<file path="src/rtl/fifo_pkg.sv">
// fifo_pkg: shared pointer/count width helpers for sync_fifo
package fifo_pkg;
  function automatic int ptr_w(int depth);
    return $clog2(depth) + 1;
  endfunction
  function automatic int cnt_w(int depth);
    return ptr_w(depth);
  endfunction
endpackage

</file>
<file path="src/rtl/fifo_mem.sv">
// fifo_mem: DEPTH x T storage, sync write port (we/waddr/wdata), async read port (raddr->rdata)
module fifo_mem #(
  parameter type T = logic [31:0],
  parameter int DEPTH = 8,
  parameter int AW = $clog2(DEPTH)
) (
  input  logic          clk,
  input  logic          we,
  input  logic [AW-1:0] waddr,
  input  T              wdata,
  input  logic [AW-1:0] raddr,
  output T              rdata
);
  T mem [DEPTH];
  always_ff @(posedge clk)
    if (we) mem[waddr] <= wdata;
  assign rdata = mem[raddr];
endmodule

</file>
<file path="src/rtl/sync_fifo.sv">
// sync_fifo: single-clock FWFT circular FIFO; push/pop handshakes, occupancy flags, sticky over/underflow
module sync_fifo
  import fifo_pkg::*;
#(
  parameter type T = logic [31:0],
  parameter int DEPTH = 8,
  parameter int AF_THRESH = DEPTH - 1,
  parameter int AE_THRESH = 1
) (
  input  logic                     clk,
  input  logic                     rst,
  input  logic                     write_en,
  input  T                         write_data,
  input  logic                     read_en,
  output T                         read_data,
  output logic                     full,
  output logic                     empty,
  output logic                     almost_full,
  output logic                     almost_empty,
  output logic [cnt_w(DEPTH)-1:0]  count,
  output logic                     overflow,
  output logic                     underflow
);
  localparam int PW = ptr_w(DEPTH);
  localparam int AW = PW - 1;
  localparam logic [PW-1:0] AF = PW'(AF_THRESH);
  localparam logic [PW-1:0] AE = PW'(AE_THRESH);
  logic [PW-1:0] wr_ptr, rd_ptr;
  logic push, pop;
  T rdata;
  // MSB is the wrap bit: equal low bits with differing wrap bits means full
  assign full = (wr_ptr ^ rd_ptr) == {1'b1, {AW{1'b0}}};
  assign empty = wr_ptr == rd_ptr;
  assign count = wr_ptr - rd_ptr;
  assign almost_full = count >= AF;
  assign almost_empty = count <= AE;
  assign push = write_en && !full;
  assign pop = read_en && !empty;
  assign read_data = empty ? '0 : rdata;
  always_ff @(posedge clk) begin
    if (rst) begin
      wr_ptr <= '0;
      rd_ptr <= '0;
      overflow <= 1'b0;
      underflow <= 1'b0;
    end else begin
      wr_ptr <= wr_ptr + PW'(push);
      rd_ptr <= rd_ptr + PW'(pop);
      overflow <= overflow | (write_en & full);
      underflow <= underflow | (read_en & empty);
    end
  end
  fifo_mem #(.T(T), .DEPTH(DEPTH), .AW(AW)) u_mem (
    .clk(clk),
    .we(push && !rst),
    .waddr(wr_ptr[AW-1:0]),
    .wdata(write_data),
    .raddr(rd_ptr[AW-1:0]),
    .rdata(rdata)
  );
  always @(posedge clk) begin
    assert (count <= PW'(DEPTH));
    assert ((DEPTH & (DEPTH - 1)) == 0 && DEPTH >= 2);
    assert (AF_THRESH <= DEPTH);
  end
endmodule

</file>
<file path="config.mk">
export PLATFORM = sky130hd
export DESIGN_NAME = sync_fifo
export DESIGN_NICKNAME = d
export VERILOG_FILES = /design/src/rtl/fifo_pkg.sv /design/src/rtl/fifo_mem.sv /design/src/rtl/sync_fifo.sv
export SDC_FILE = /design/constraint.sdc
export NUM_CORES = 1
export LEC_CHECK = 0
export CELL_PAD_IN_SITES_DETAIL_PLACEMENT = 1
export CELL_PAD_IN_SITES_GLOBAL_PLACEMENT = 1
export CORE_MARGIN = 2
export CORE_UTILIZATION = 50
export CTS_BUF_LIST = sky130_fd_sc_hd__clkbuf_8
export DETAILED_ROUTE_END_ITERATION = 10
export DONT_BUFFER_PORTS = 1
export PLACE_DENSITY = 0.77
export SLEW_MARGIN = 20
export SYNTH_ARGS = -nofsm -noshare
export SYNTH_HDL_FRONTEND = slang
export SYNTH_SLANG_ARGS = --single-unit
</file>
<file path="constraint.sdc">
create_clock -name clk -period 4.65 [get_ports clk]
set_input_delay 0.465 -clock clk [delete_from_list [all_inputs] [get_ports clk]]
set_output_delay 0.465 -clock clk [all_outputs]
set_load 0.01 [all_outputs]
</file>
==> Word level (Yosys, flattened, before mapping) <==
Memories as Yosys holds them, arrays and structs flattened. A register that Yosys moved wholly into a read port is not among the register bits.
Cells that the tools add are included.
{ "totals": {"register_bits": 10, "ramBits": 256, "inputBits": 36, "word_cells": 27, "memories": 1} }
{ "mem_list": {"columns": ["name", "depth", "width", "rd", "rd_clocked_by_memory_dff", "wr", "line_no", "rtl"], "rows": [
  ["u_mem.mem", 8, 32, 1, 1, 1, "fifo_mem.sv:14", "T mem [DEPTH];"]
]} }
{ "op_classes": {"add_sub_neg": 3, "n_lt_le_gt_ge": 2, "n_eq_ne": 2, "n_mux": 4, "bitwise_logic": 5, "n_reduce_logical": 6} }
{ "ops": {"columns": ["operator", "n"], "rows": [
  ["32-bit two-way mux", 1],
  ["4-bit by 1-bit adder with 4-bit output", 2],
  ["4-bit equality test", 1],
  ["4-bit equality test, second input constant", 1],
  ["4-bit by 3-bit greater-or-equal comparator with 1-bit output, second input constant", 1],
  ["4-bit by 1-bit <= comparator with 1-bit output, second input constant", 1],
  ["4-bit subtractor", 1],
  ["4-bit bitwise XOR", 1],
  ["1-bit logical AND", 3],
  ["1-bit logical NOT", 3],
  ["3-bit two-way mux", 1],
  ["1-bit AND", 2],
  ["1-bit two-way mux", 2],
  ["1-bit OR", 2]
]} }

==> Logic depth before layout (Yosys ltp) <==
Gate-level depths: netlist of the first run.
{ "logic_depth": {"depth_word": 7, "depth_mapped": 10, "ltp_nobuf": 9} }

==> Cells and area by module <==
A second synthesis of the first run with hierarchy kept.
{ "hier_totals": {"cells_unflattened": 479, "hier_area_um2": 10670.2} }
{ "by_module_without_submodules": {"columns": ["mod", "instances", "cells_each", "area_per_inst_um2", "seq_area_each_um2"], "rows": [
  ["fifo_mem", 1, 383, 9825.7, 7687.4],
  ["sync_fifo", 1, 96, 844.6, 200.2]
]} }

==> Worst setup path before layout of the first run <==
OpenSTA, ideal clock, no wires.
{ "synth_path": {"path_type": "register to register", "from": "register rd_ptr[2]", "to": "memory u_mem.mem[1][0] in the netlist's numbering, enable pin", "arrival_time_ns": 4.486, "required_time_ns": 4.137, "path_slack_ns": -0.349, "path_stages_with_launch": 7, "path_buffers": 1, "synth_period_minus_slack_ns": 4.999, "path_cell_list": "dfxtp_1 buf_2 inv_1 ha_1 nand3_1 o21ai_2 nor4b_1"} }
{ "synth_via": {"elab_chain_cells": 7} }
{ "synth_lines": {"columns": ["item", "line_no", "rtl"], "rows": [
  ["from (decl)", "sync_fifo.sv:28", "logic [PW-1:0] wr_ptr, rd_ptr;"],
  ["from (signal assigned)", "sync_fifo.sv:48", "rd_ptr <= rd_ptr + PW'(pop);"],
  ["4-bit bitwise XOR", "sync_fifo.sv:32", "assign full = (wr_ptr ^ rd_ptr) == {1'b1, {AW{1'b0}}};"],
  ["4-bit equality test", "sync_fifo.sv:32", null],
  ["1-bit logical NOT", "sync_fifo.sv:37", "assign push = write_en && !full;"],
  ["1-bit logical AND", "sync_fifo.sv:37", null],
  ["1-bit logical AND", "sync_fifo.sv:55", ".we(push && !rst),"],
  ["1-bit two-way mux", "fifo_mem.sv:16", "if (we) mem[waddr] <= wdata;"],
  ["1-bit two-way mux (not written as such)", "fifo_mem.sv:16", null],
  ["to (decl)", "fifo_mem.sv:14", null]
]} }
No other way between the ends.

==> run summary, run 1 <==
The reported max-cap violation count is 0. The number of global-route vias before repair is 5993. The signal on the critical path passes through ha_1 > nand3_1 > nor2_4 > buf_4 > nor3_1. The critical path is of the flop to output port type. Each instance of the synthesized netlist takes up on average 18.07 sq um.

The cell internal power dissipation is 3.899 mW. The share of total power in the clock network came out at 0.328. The number of placement rows is 53.

Of the total synthesized cell area, the portion taken by full adders, half adders and majority gates is 0.01014. The final standard cell utilization of the core is 0.5755. The clock latency on the worst-skew pair is 0.54 ns. The via density per instance is between 5 and 6.

After layout, the design draws a total of 5.315 mW. The power per cell area came out at ~440 mW/mm^2. Clock skew on the completed layout was measured at about 0.016 ns. The proportion of total power due to net switching came out at 0.2664. The number of antenna-violating nets in the routed design is 0. The count of endpoints failing hold in the final timing report was 0. The xor/xnor cell area share of the yosys netlist is 0.006487. The sum of net half-perimeters after detailed placement is around 13 mm. The post-route setup TNS is 0 ns.

The number of setup buffers added after CTS came out at 0. In this run, CTS created clock tree buffers numbering 43. The largest delay contributor family on the critical path is simple AND/OR/NAND/NOR gates. The initial standard-cell utilization of the core is 0.5063.

The path type of the worst min-delay path is primary input to flop. At the worst endpoint, the required time is 4.18 ns. The worst slew slack as a fraction of its limit is 0.2933. The initial detailed-routing violation count is 307.

The height of the die came out at about 150 um. STA classifies the critical path endpoint as an output port. The die is about 150 um wide. Setup repair after global routing left no endpoint under its margin. TritonCTS built the clock tree. The wire length of the first global-routing pass came out at 35.54 mm.

In this run, synthesis produced a sequential element count of 266. The average wire per standard cell is 24.42 um. The number of diodes came out at 0. The number of H-tree levels came out at 2.

Clock tree synthesis found a total of 266 sinks. The number of instances in the synthesized netlist came out at 587. The share of the synthesized area in compound gates (AO/OA/AOI/OAI) came out at 0.05001.

The count of final max-slew check failures came out at 0. The static leakage came out at 3.923 nW. The transition time at the pin with the least slew margin came out at ~1.1 ns. Of the cells placed in the final design, the portion with a size suffix greater than 1 is 0.2300. The run finished with clean final reports. The clock-pin slew on the worst setup and hold paths is 0.06 ns. The cell at the slowest stage of the critical path is sky130_fd_sc_hd__dfxtp_4. Counting the fill cells in the layout gives 1899. The number of endpoints failing setup at the final stage is 0. The total of hold buffers inserted after clock tree synthesis is 29. The weighted congestion reported at the end of routability-driven placement came out at a little over 0.7. The sequential group share of total power came out at 0.515. The share of total power in combinational logic is 0.157. The timing-limited maximum frequency came out at 284.1 MHz. The unique cell type count in the Yosys netlist is 35. Together, buffers and inverters on the worst path number 1. For this block, the routed nets add up to approximately 23 mm of wire. The total global routing overflow is 0. The minimum clock period after layout is 3.520 ns. The count of instances resized after the clock tree is built came out at 0.

The number of nets produced by synthesis came out at 631. The tree is rooted in a sky130_fd_sc_hd__clkbuf_8. The largest buffer count on any clock path came out at 3.

The area share of and/or/nand/nor cells after synthesis came out at 0.03821. The via total after detailed routing came out at about 5600. The pin count of the biggest net entering global routing is about 50. The first-pass iteration count of the detailed router came out at 4. The maximum fanout along the worst path is between 40 and 50. The number of top-level pins is 78. The cell area after layout is 0.01206 sq mm.

For this run, the post-layout net count is 702. The fraction of the yosys area taken by sequential cells is 0.7435. The arrival time at the worst endpoint is 3.06 ns.

The placed instance area is between 0.01 and 0.015 sq mm. The switching power is 1.416 mW. STA classifies the critical path startpoint as a flop. The final critical-path share of the clock period came out at 0.7571. The floorplan step defined a die boundary enclosing about 0.022 sq mm. The core area is between 0.02 and 0.025 sq mm. The area growth from synthesis to layout came out at 13.67%. The number of antenna violations at the first check in global routing is 0. Measured against the total synthesized area, the mux share comes to 0.1283. The synthesized netlist occupies a cell area of 0.01061 sq mm. The number of synthesis warnings came out at 0. The DRC violation count after routing came out at 0.

The global router's overall resource usage came out at 0.2141. IR analysis of the VDD net gives a maximum drop of 0.2444 mV. The delay of the slowest critical-path stage came out at ~0.84 ns. By area, the combinational part of the netlist is dominated by multiplexers. Input and output buffers added on the ports amount to 0.
## flip-flops by register name, summed over array words and instances, names as in the netlist
register and cells:
u_mem.mem 256, rd_ptr 4, wr_ptr 4, overflow 1, underflow 1
## metrics by stage
step,std cells,hold WS (ns),worst slack (ns)
floorplan,587,0.5050,-0.3493
global placement,850,0.5293,1.728
detailed placement,850,0.5340,1.631
CTS,953,0.0001628,1.064
global route,962,0.0002940,0.9465
finish,962,0.02352,1.130
## path summary, 6_finish.rpt
path | cells after the start | endpoint | slack (ns) | startpoint
max | 5 | read_data[31] | 1.13 | rd_ptr[0]$_SDFF_PP0_
min reg2reg | 2 | overflow$_SDFF_PP0_ | 0.56 | overflow$_SDFF_PP0_
min | 0 | u_mem.mem[5][1]$_DFFE_PP_ | 0.02 | write_data[1]
max reg2reg | 5 | u_mem.mem[5][10]$_DFFE_PP_ | 1.76 | rd_ptr[0]$_SDFF_PP0_
## worst register-to-register path, stage by stage, from the launching register on
cell	delay [ns]
sky130_fd_sc_hd__dfxtp_4	0.84
sky130_fd_sc_hd__ha_1	0.40
sky130_fd_sc_hd__nand3_1	0.20
sky130_fd_sc_hd__o21ai_2	0.22
sky130_fd_sc_hd__nor4_2	0.35
sky130_fd_sc_hd__buf_4	0.49
## layer usage
metal / vias up / track usage / part of all wire
li1: 2494 / - / -
met1: 2865 / 0.2750 / 0.42
met2: 175 / 0.3569 / 0.49
met3: 48 / 0.05152 / 0.055
met4: 0 / 0.07830 / 0.030
met5: - / 0 / 0
## cell families after synthesis
kind of cell,Yosys count
adders and majority gates,8
and+or+nand+nor,67
muxes,128
DFF,266
buffers and inverters,40
AOI/OAI and AO/OA,71
xor gates and xnor gates,7
## cells in the final DEF, fill, tap and decap left out, drive strengths merged
| cell type | Yosys | final |
|---|---|---|
| o21ai | 1 | 1 |
| o22ai | 32 | 32 |
| nand2 | 2 | 2 |
| or2b | 1 | 1 |
| nor4b | 3 | 3 |
| o32ai | 1 | 1 |
| edfxtp | 256 | 256 |
| ha | 7 | 7 |
| clkinv | 0 | 13 |
| nor2b | 6 | 6 |
| dlygate4sd3 | 0 | 38 |
| xnor2 | 3 | 3 |
| o211a | 1 | 1 |
| clkbuf | 12 | 43 |
| fa | 1 | 1 |
| a31oi | 2 | 2 |
| nand2b | 1 | 1 |
| nand3b | 1 | 1 |
| nor3 | 33 | 33 |
| clkinvlp | 0 | 1 |
| nor4 | 4 | 4 |
| mux2 | 64 | 64 |
| nand3 | 3 | 3 |
| buf | 20 | 20 |
| and3 | 2 | 2 |
| nor2 | 11 | 11 |
| a21oi | 2 | 2 |
| inv | 8 | 25 |
| mux2i | 64 | 64 |
| dfxtp | 10 | 10 |
| a22o | 32 | 32 |
| xor2 | 4 | 4 |
## power by group through the flow
stage,Clock (mW),Combinational (mW),Sequential (mW)
6_report,1.74,0.834,2.74
5_1_grt,1.88,0.899,2.74
4_1_cts,1.78,0.837,2.74
3_5_place_dp,0,0.798,2.79
3_3_place_gp,0,0.774,2.78
2_1_floorplan,0,0.730,2.73
## area by class of cell
type,count,area [sq um],share of cell area
Inverter,8,30.03,0.002490
Timing Repair Buffer,58,530.5,0.04399
Clock buffer,43,591.8,0.04908
Tap cell,275,344.1,0.02853
Multi-Input combinational cell,281,2537,0.2104
Clock inverter,31,133.9,0.01110
Sequential cell,266,7891,0.6544
## Yosys cell counts
master	instances	area share
sky130_fd_sc_hd__o32ai_1	1	0.00083
sky130_fd_sc_hd__o22ai_1	32	0.019
sky130_fd_sc_hd__edfxtp_1	256	0.72
sky130_fd_sc_hd__nand3b_1	1	0.00071
sky130_fd_sc_hd__a21oi_1	2	0.00094
sky130_fd_sc_hd__nand3_1	3	0.0014
sky130_fd_sc_hd__mux2i_1	64	0.060
sky130_fd_sc_hd__nor2_2	1	0.00059
sky130_fd_sc_hd__buf_6	6	0.0064
sky130_fd_sc_hd__xor2_1	3	0.0025
sky130_fd_sc_hd__o21ai_2	1	0.00083
sky130_fd_sc_hd__nor3_1	23	0.011
sky130_fd_sc_hd__buf_2	4	0.0019
sky130_fd_sc_hd__fa_1	1	0.0019
sky130_fd_sc_hd__a22o_1	32	0.026
sky130_fd_sc_hd__nand2b_1	1	0.00059
sky130_fd_sc_hd__o211a_1	1	0.00094
sky130_fd_sc_hd__nor4_1	4	0.0024
sky130_fd_sc_hd__and3_1	2	0.0012
sky130_fd_sc_hd__nor4b_1	3	0.0025
sky130_fd_sc_hd__or2b_2	1	0.00083
sky130_fd_sc_hd__clkbuf_8	1	0.0013
sky130_fd_sc_hd__clkbuf_1	11	0.0039
sky130_fd_sc_hd__dfxtp_1	10	0.019
sky130_fd_sc_hd__xnor2_1	3	0.0025
sky130_fd_sc_hd__nand2_1	2	0.00071
sky130_fd_sc_hd__nor2b_1	6	0.0035
sky130_fd_sc_hd__xor2_2	1	0.0015
sky130_fd_sc_hd__nor2_1	10	0.0035
sky130_fd_sc_hd__ha_1	7	0.0083
sky130_fd_sc_hd__nor3_2	10	0.0094
sky130_fd_sc_hd__buf_4	10	0.0071
sky130_fd_sc_hd__mux2_2	64	0.068
sky130_fd_sc_hd__a31oi_1	2	0.0012
sky130_fd_sc_hd__inv_1	8	0.0028
(Power assumes the default switching activity.)
==> run 2: changes to the inputs <==
PLACE_DENSITY = 0.74   (was 0.77)
clock period = 3.7 ns   (was 4.65 ns; I/O delays follow)
==> run summary, run 2 (same netlist as run 1, synthesis figures left out) <==
The maximum fanout along the worst path is 21 (was 48). The initial standard-cell utilization of the core is 0.5063 (unchanged). The type of the worst setup path was flop to output port (unchanged). The reported max-cap violation count is 0 (unchanged). The average wire per standard cell came out at 24.92 um (was 24.42 um).

The number of antenna violations at the first check in global routing came out at 1 (was 0). The worst hold slack across all endpoints came out at 0.02255 ns (was 0.02352 ns). The worst ir drop on vdd is 0.3882 mV (was 0.2444 mV). The count of endpoints failing hold in the final timing report was 0 (unchanged). The total routed wirelength is 24.03 mm (was 23.50 mm).

The number of cells in the finished layout apart from fillers is 964 (was 962). The DRC violation count after routing is 0 (unchanged). The clock-pin slew on the worst setup and hold paths was 0.06 ns (about the same).

The timing-limited maximum frequency came out at 294.7 MHz. The area growth from synthesis to layout is 14.04% (was 13.67%). The endpoint type of the worst setup path is an output port (unchanged). The number of top-level pins was 78 (unchanged). The number of endpoints failing setup at the final stage came to 0 (unchanged). The number of flip-flops in the largest register came to 256 (unchanged). The via total after detailed routing came out at 5552 (was 5582).

Outcome: completed (unchanged). The wire length of the first global-routing pass is 36.78 mm (was 35.54 mm). The weighted congestion reported at the end of routability-driven placement came out at 0.7617 (was 0.7186). For the finished layout, the period the worst path requires is 3.393 ns. The category of the worst setup path launch point is a flop (unchanged). The number of placement rows is 53 (unchanged).

The sum of net half-perimeters after detailed placement is 13.41 mm (was 12.81 mm). The number of global-route vias before repair is 6195 (was 5993). The global router's overall resource usage is 0.2217 (was 0.2141). The ratio of cells with drive above 1 in the final layout is 0.2369 (was 0.2300). The setup skew after layout is 0.02536 ns (was 0.01635 ns).

The static leakage is 3.947 nW (was 3.923 nW). The register ranked first by flip-flop count is u_mem.mem (unchanged). The number of antenna-violating nets in the routed design is 0 (unchanged).

The path type of the worst min-delay path was primary input to flop (unchanged). The cell at the slowest stage of the critical path is sky130_fd_sc_hd__nor2_4 (was sky130_fd_sc_hd__dfxtp_4). The via density per instance came out at 5.759 (was 5.802).

The die width is 149.7 um (unchanged). The height of the die is 149.7 um (unchanged). The final net count came out at 698 (was 702).

The most common cell after layout, fill and taps aside is sky130_fd_sc_hd__edfxtp_1 (unchanged). The first-pass iteration count of the detailed router is 4 (unchanged). The largest buffer count on any clock path is 3 (unchanged). The data required time of the worst path is 3.33 ns (was 4.18 ns). Commonest non-fill, non-tap cells in the layout: 256 x sky130_fd_sc_hd__edfxtp_1, 64 x sky130_fd_sc_hd__mux2_2, 64 x sky130_fd_sc_hd__mux2i_1, 44 x sky130_fd_sc_hd__clkbuf_8, 34 x sky130_fd_sc_hd__dlygate4sd3_1 (was 256 x sky130_fd_sc_hd__edfxtp_1, 64 x sky130_fd_sc_hd__mux2_2, 64 x sky130_fd_sc_hd__mux2i_1, 43 x sky130_fd_sc_hd__clkbuf_8, 38 x sky130_fd_sc_hd__dlygate4sd3_1).

The routing usage on met3 came out at 0.05457 (was 0.05152). Unrepaired setup endpoints after global routing: false (unchanged). The count of port buffers added during placement came out at 0 (unchanged).

The power per cell area came out at 563.1 mW/mm^2 (was 440.8 mW/mm^2). The worst setup timing slack at the placement stage came out at 0.8526 ns (was 1.631 ns). The pin count of the biggest net entering global routing came out at 130 (was 49). The count of instances resized after the clock tree is built came out at 0 (unchanged).

The final critical-path share of the clock period is 0.9170. The delay of the slowest critical-path stage was 0.67 ns (was 0.84 ns). The worst slew slack as a fraction of its limit came out at 0.2686 (was 0.2933). The number of H-tree levels was 2 (unchanged). The met2 layer usage reported by global route is 0.3722 (was 0.3569). Registers with the most flip-flops: u_mem.mem: 256 flops, rd_ptr: 4 flops, wr_ptr: 4 flops (unchanged). The core area is 0.02096 sq mm (unchanged).

The met1 usage in global routing came out at 0.2809 (was 0.2750). The number of buffers inserted during clock tree synthesis is 42 (was 43). Cells traversed along the worst timing path: inv_1 > ha_1 > nand3_1 > nor2_4 > buf_4 > nor3_1 (was ha_1 > nand3_1 > nor2_4 > buf_4 > nor3_1). The power consumption is 6.812 mW (was 5.315 mW). The minimum setup slack in the final design came out at 0.3070 ns (was 1.130 ns).

The final standard cell utilization of the core is 0.5773 (was 0.5755). The clock tree root driver cell was sky130_fd_sc_hd__clkbuf_8 (unchanged). The initial detailed-routing violation count was 345 (was 307). The transition time at the pin with the least slew margin was 1.094 ns (was 1.058 ns).

The count of final max-slew check failures is 0 (unchanged). The arrival time at the worst endpoint is 3.02 ns (was 3.06 ns). The number of sinks driven by the clock tree is 266 (unchanged). The clock latency on the worst-skew pair came out at 0.55 ns (was 0.54 ns). The instance count after placement with tap cells included came out at 851 (was 850).

The most used routing layer is met2 (unchanged). The CTS tree is built (unchanged). The total global routing overflow came out at 0 (unchanged).

The area enclosed by the die boundary is 0.02240 sq mm (unchanged).
run 2: cell types whose count changed in the layout (fill, tap and decap cells not counted):
cell,before,now
sky130_fd_sc_hd__nor2_4,1,2
sky130_fd_sc_hd__diode_2,0,1
sky130_fd_sc_hd__nor2_2,1,0
sky130_fd_sc_hd__clkinv_2,3,6
sky130_fd_sc_hd__inv_1,23,22
sky130_fd_sc_hd__dlygate4sd3_1,38,34
sky130_fd_sc_hd__clkinvlp_4,1,0
sky130_fd_sc_hd__bufinv_16,0,1
sky130_fd_sc_hd__buf_12,0,1
sky130_fd_sc_hd__clkinv_1,10,11
sky130_fd_sc_hd__clkbuf_8,43,44
run 2: metal layers:
| metal | wire length, um | share of wire |
|---|---|---|
| met1 | 9925 | 0.41 |
| met2 | 12060 | 0.50 |
| met3 | 1422 | 0.059 |
| met4 | 618 | 0.026 |
| met5 | 0 | 0 |
run 2: cell type report:
type / count / area (sq um)
fillers: 1918 / 8857
flip-flops and latches: 266 / 7891
multi-input cells: 281 / 2542
clock buffers: 44 / 605.6
repair buffers: 55 / 510.5
well taps: 275 / 344.1
clock inverters: 34 / 171.4
inverters: 8 / 30.03
diodes: 1 / 2.502
run 2: path summary, 6_finish.rpt:
path | from | end | slack (ns) | depth (start not counted)
setup / recovery | wr_ptr[0]$_SDFF_PP0_ | read_data[6] | 0.31 | 6
hold / removal | write_en | overflow$_SDFF_PP0_ | 0.02 | 2
setup reg to reg | wr_ptr[0]$_SDFF_PP0_ | rd_ptr[2]$_SDFF_PP0_ | 0.88 | 9
hold reg to reg | underflow$_SDFF_PP0_ | underflow$_SDFF_PP0_ | 0.57 | 2
run 2: timing repair:
action,CTS,global route
buffers inserted,0,0
endpoints found under the setup margin,0,0
hold endpoints to repair,266,0
hold buffers,34,0
run 2: worst max-delay path: cells and delay by family (launching register included):
family,cells,cell delay [ns]
and+or+nand+nor,3,1.04
buffers and inverters,2,0.56
DFF,1,0.49
adders and majority gates,1,0.37
run 2: metrics by stage:
| step | setup TNS [ns] | cell area, sq um |
|---|---|---|
| 4_1_cts | 0 | 12100 |
| 5_1_grt | 0 | 12100 |
| 3_3_place_gp | 0 | 10980 |
| 6_report | 0 | 12100 |
| 2_1_floorplan | -260.67 | 10610 |
| 3_5_place_dp | 0 | 10980 |
run 2: power by group:
group          internal [mW]  switching (mW)  leakage [nW]
clock                   1.18            1.11         0.455
combinational          0.469           0.675          1.10
sequential              3.35          0.0263          2.39
total                   5.00            1.81          3.95
==> run 3: changes to the inputs <==
ABC_AREA = 1   (was unset)
PLACE_DENSITY = unset   (was 0.74)
PLACE_DENSITY_LB_ADDON = 0.1   (was unset)
==> run summary, run 3 <==
The worst ir drop on vdd came out at 0.2845 mV (was 0.3882 mV). The height of the die came out at 158.0 um (was 149.7 um). The fraction of the yosys area taken by sequential cells is 0.6655 (was 0.7435). The endpoint type of the worst setup path is an output port (unchanged). The first-pass iteration count of the detailed router came to 5 (was 4).

Outcome: completed (unchanged). The number of instances in the synthesized netlist came out at 1205 (was 587). The setup skew after layout came out at 0.01582 ns (was 0.02536 ns). The endpoint of the worst register-to-register path is u_mem.mem[4][31]$_DFFE_PP_ (was rd_ptr[2]$_SDFF_PP0_). The capture endpoint of the worst hold path is overflow$_SDFF_PP0_ (unchanged). The area enclosed by the die boundary is 0.02495 sq mm (was 0.02240 sq mm). The number of cells on the worst hold path was 2 (unchanged).

Counting stages on the worst path, the most repeated cell is sky130_fd_sc_hd__nand2_1. The number of buffers and inverters on the critical path came to 2 (unchanged). The start point of the worst hold path is write_en (unchanged). The clock-pin slew on the worst setup and hold paths is 0.06 ns (about the same). The register bit count reported by yosys is 266 (unchanged). The clock latency on the worst-skew pair is 0.54 ns (was 0.55 ns). The cell taking the most area after synthesis is sky130_fd_sc_hd__edfxtp_1 (unchanged). The data required time of the worst path is 3.33 ns (about the same). The number of sinks driven by the clock tree is 266 (unchanged). The maximum fanout along the worst path is 19 (was 21). The type of the worst setup path was flop to output port (unchanged).

The count of port buffers added during placement is 0 (unchanged). The cell at the slowest stage of the critical path is sky130_fd_sc_hd__dfxtp_1 (was sky130_fd_sc_hd__nor2_4). The number of antenna violations at the first check in global routing is 0 (was 1). The proportion of register bits with asynchronous set or reset after synthesis came to 0 (unchanged).

The final critical-path share of the clock period is 0.7950 (was 0.9170). The fraction of synthesized cell area taken by the top area cell type came out at 0.6486 (was 0.7246). The number of flip-flops in the largest register came out at 256 (unchanged). The final standard cell utilization of the core came to 0.5676 (was 0.5773). The reg-to-reg critical path startpoint is wr_ptr[0]$_SDFF_PP0_ (unchanged). The core area is 0.02340 sq mm (was 0.02096 sq mm). The weighted congestion reported at the end of routability-driven placement came to 0.7350 (was 0.7617). The timing-limited maximum frequency is 340.0 MHz (was 294.7 MHz). The number of enable-type register cells in the synthesized netlist came out at 256 (unchanged). The number of antenna-violating nets in the routed design is 0 (unchanged). The number of setup buffers added after CTS came to 0 (unchanged).

The leading register cell type out of synthesis was sky130_fd_sc_hd__edfxtp_1 (unchanged). The count of endpoints failing hold in the final timing report came to 0 (unchanged). The most common cell in the netlist was sky130_fd_sc_hd__nand2_1 (was sky130_fd_sc_hd__edfxtp_1).

The register area is 0.007894 sq mm (was 0.007891 sq mm). The category of the worst setup path launch point is a flop (unchanged). The number of nets produced by synthesis is 1249 (was 631). The worst setup timing slack at the placement stage is 1.243 ns (was 0.8526 ns).

The power consumption came out at 6.930 mW (was 6.812 mW). The worst slew slack as a fraction of its limit came out at 0.3825 (was 0.2686). The number of buffers inserted during clock tree synthesis came out at 44 (was 42). The total routed wirelength is 27.29 mm (was 24.03 mm). The number of H-tree levels was 2 (unchanged).

The post-route setup TNS was 0 ns (unchanged). The mean area per synthesized cell is 9.835 sq um (was 18.07 sq um). The count of instances resized after the clock tree is built is 0 (unchanged).

The minimum setup slack in the final design is 0.7586 ns (was 0.3070 ns). The worst hold slack across all endpoints was 0.03752 ns (was 0.02255 ns). The setup slack of the worst register-to-register path is 1.25 ns (was 0.88 ns). The number of endpoints failing setup at the final stage came out at 0 (unchanged). The via total after detailed routing is 7929 (was 5552). The DRC violation count after routing came out at 0 (unchanged). The number of placement rows came out at 56 (was 53).

The register ranked first by flip-flop count is u_mem.mem (unchanged). The count of final max-slew check failures is 0 (unchanged). The largest buffer count on any clock path came out at 3 (unchanged).

The clock tree root driver cell is sky130_fd_sc_hd__clkbuf_8 (unchanged). Unrepaired setup endpoints after global routing: false (unchanged). Commonest non-fill, non-tap cells in the layout: 333 x sky130_fd_sc_hd__nand2_1, 292 x sky130_fd_sc_hd__inv_1, 256 x sky130_fd_sc_hd__edfxtp_1, 170 x sky130_fd_sc_hd__nand3_1, 74 x sky130_fd_sc_hd__nor2_1 (was 256 x sky130_fd_sc_hd__edfxtp_1, 64 x sky130_fd_sc_hd__mux2_2, 64 x sky130_fd_sc_hd__mux2i_1, 44 x sky130_fd_sc_hd__clkbuf_8, 34 x sky130_fd_sc_hd__dlygate4sd3_1). The most common cell after layout, fill and taps aside is sky130_fd_sc_hd__nand2_1 (was sky130_fd_sc_hd__edfxtp_1). The final net count is 1296 (was 698).

The number of global-route vias before repair was 8362 (was 6195). The number of diodes is 0 (was 1). The CTS tree is built (unchanged). The sum of net half-perimeters after detailed placement came out at 15.39 mm (was 13.41 mm). The power per cell area is 521.7 mW/mm^2 (was 563.1 mW/mm^2). The global router's overall resource usage came out at 0.2261 (was 0.2217).

Dominant cells by area after synthesis: sky130_fd_sc_hd__edfxtp_1 65%, sky130_fd_sc_hd__nand2_1 11%, sky130_fd_sc_hd__inv_1 8.7% (was sky130_fd_sc_hd__edfxtp_1 72%, sky130_fd_sc_hd__mux2_2 6.8%, sky130_fd_sc_hd__mux2i_1 6.0%). Most common library cells after synthesis: 333 x sky130_fd_sc_hd__nand2_1, 275 x sky130_fd_sc_hd__inv_1, 256 x sky130_fd_sc_hd__edfxtp_1, 170 x sky130_fd_sc_hd__nand3_1, 82 x sky130_fd_sc_hd__nor2_1 (was 256 x sky130_fd_sc_hd__edfxtp_1, 64 x sky130_fd_sc_hd__mux2_2, 64 x sky130_fd_sc_hd__mux2i_1, 32 x sky130_fd_sc_hd__a22o_1, 32 x sky130_fd_sc_hd__o22ai_1). The average wire per standard cell is 17.01 um (was 24.92 um). The transition time at the pin with the least slew margin came out at 0.9262 ns (was 1.094 ns). The pin count of the biggest net entering global routing came out at 76 (was 130).

The reported max-cap violation count came out at 0 (unchanged). The unique cell type count in the Yosys netlist is 22 (was 35). The initial detailed-routing violation count came out at 443 (was 345). The minimum clock period after layout is 2.941 ns (was 3.393 ns). The path type of the worst min-delay path was primary input to flop (unchanged).

The total global routing overflow is 0 (unchanged). The footprint of the multi-input gates was 0.002695 sq mm (was 0.002542 sq mm). The number of synthesis warnings came to 0 (unchanged). The final-layout fill cell count is 2640 (was 1918). The die width is 158.0 um (was 149.7 um). The delay of the slowest critical-path stage came out at 0.42 ns (was 0.67 ns). The via density per instance is 4.943 (was 5.759). Cells traversed along the worst timing path: inv_1 > ha_1 > nand2_1 > nor2_2 > nand2_2 > buf_4 > nand2_1 > nor2_1 (was inv_1 > ha_1 > nand3_1 > nor2_4 > buf_4 > nor3_1). The ratio of cells with drive above 1 in the final layout came out at 0.07004 (was 0.2369). The area growth from synthesis to layout is 12.09% (was 14.04%). The wire length of the first global-routing pass is 43.11 mm (was 36.78 mm). The initial standard-cell utilization of the core came out at 0.5064 (was 0.5063). The number of top-level pins is 78 (unchanged). The length in cells of the worst reg-to-reg path is 8 (was 9). The static leakage is 5.917 nW (was 3.947 nW). The arrival time at the worst endpoint is 2.57 ns (was 3.02 ns). The largest delay contributor family on the critical path was simple AND/OR/NAND/NOR gates (unchanged). Registers with the most flip-flops: u_mem.mem: 256 flops, rd_ptr: 4 flops, wr_ptr: 4 flops (unchanged). The area of the mapped netlist came out at 0.01185 sq mm (was 0.01061 sq mm).
==> run 3: report_power, final <==
| group | leakage (nW) | internal, mW | switching, mW |
|---|---|---|---|
| Combinational | 3.06 | 0.357 | 0.962 |
| Sequential | 2.40 | 3.35 | 0.0200 |
| Clock | 0.459 | 1.13 | 1.11 |
==> run 3: metal layers <==
metal,vias to the layer above,part of all wire,track usage
met5,-,0,0
met4,0,0.017,0.06178
met3,38,0.035,0.03860
met2,133,0.51,0.4043
met1,3894,0.44,0.2843
li1,3864,-,-
==> run 3: worst max-delay path by stage <==
stage                         startpoint                    endpoint  slack, ns  cells after the start
detailed placement  wr_ptr[0]$_SDFF_PP0_  u_mem.mem[6][19]$_DFFE_PP_       1.24                      8
CTS                 wr_ptr[0]$_SDFF_PP0_               read_data[19]       0.69                      8
global route        wr_ptr[0]$_SDFF_PP0_               read_data[19]       0.53                      8
floorplan           rd_ptr[2]$_SDFF_PP0_   u_mem.mem[0][0]$_DFFE_PP_       0.44                      9
finish              wr_ptr[0]$_SDFF_PP0_               read_data[19]       0.76                      8
global placement    wr_ptr[0]$_SDFF_PP0_  u_mem.mem[6][20]$_DFFE_PP_       1.31                      8
==> run 3: repair_timing <==
| action | CTS | global route |
|---|---|---|
| hold endpoints to repair | 266 | 0 |
| endpoints found under the setup margin | 0 | 0 |
| hold buffers | 34 | 0 |
==> run 3: stage by stage <==
step | cells | cell area, sq um
after floorplan | 1205 | 11850
after global placement | 1491 | 12190
after detailed placement | 1491 | 12190
after CTS | 1604 | 13280
after global routing | 1604 | 13280
final | 1604 | 13280
==> run 3: kinds of logic (layout without fill, tap and decap cells) <==
group | count (synthesis) | after routing | share of synthesized area
simple gates | 592 | 592 | 0.2075
flops | 266 | 266 | 0.6655
fa+ha+maj | 8 | 8 | 0.009079
xor+xnor | 5 | 5 | 0.003695
buf+inv | 329 | 409 | 0.1121
compound gates | 5 | 5 | 0.002111
==> run 3: final cells by class <==
type	count	area share
well taps	319	0.03005
repair buffers	54	0.03786
clock inverters	34	0.01017
clock buffers	45	0.04662
inverters	276	0.07818
multi-input cells	610	0.2029
flip-flops and latches	266	0.5942
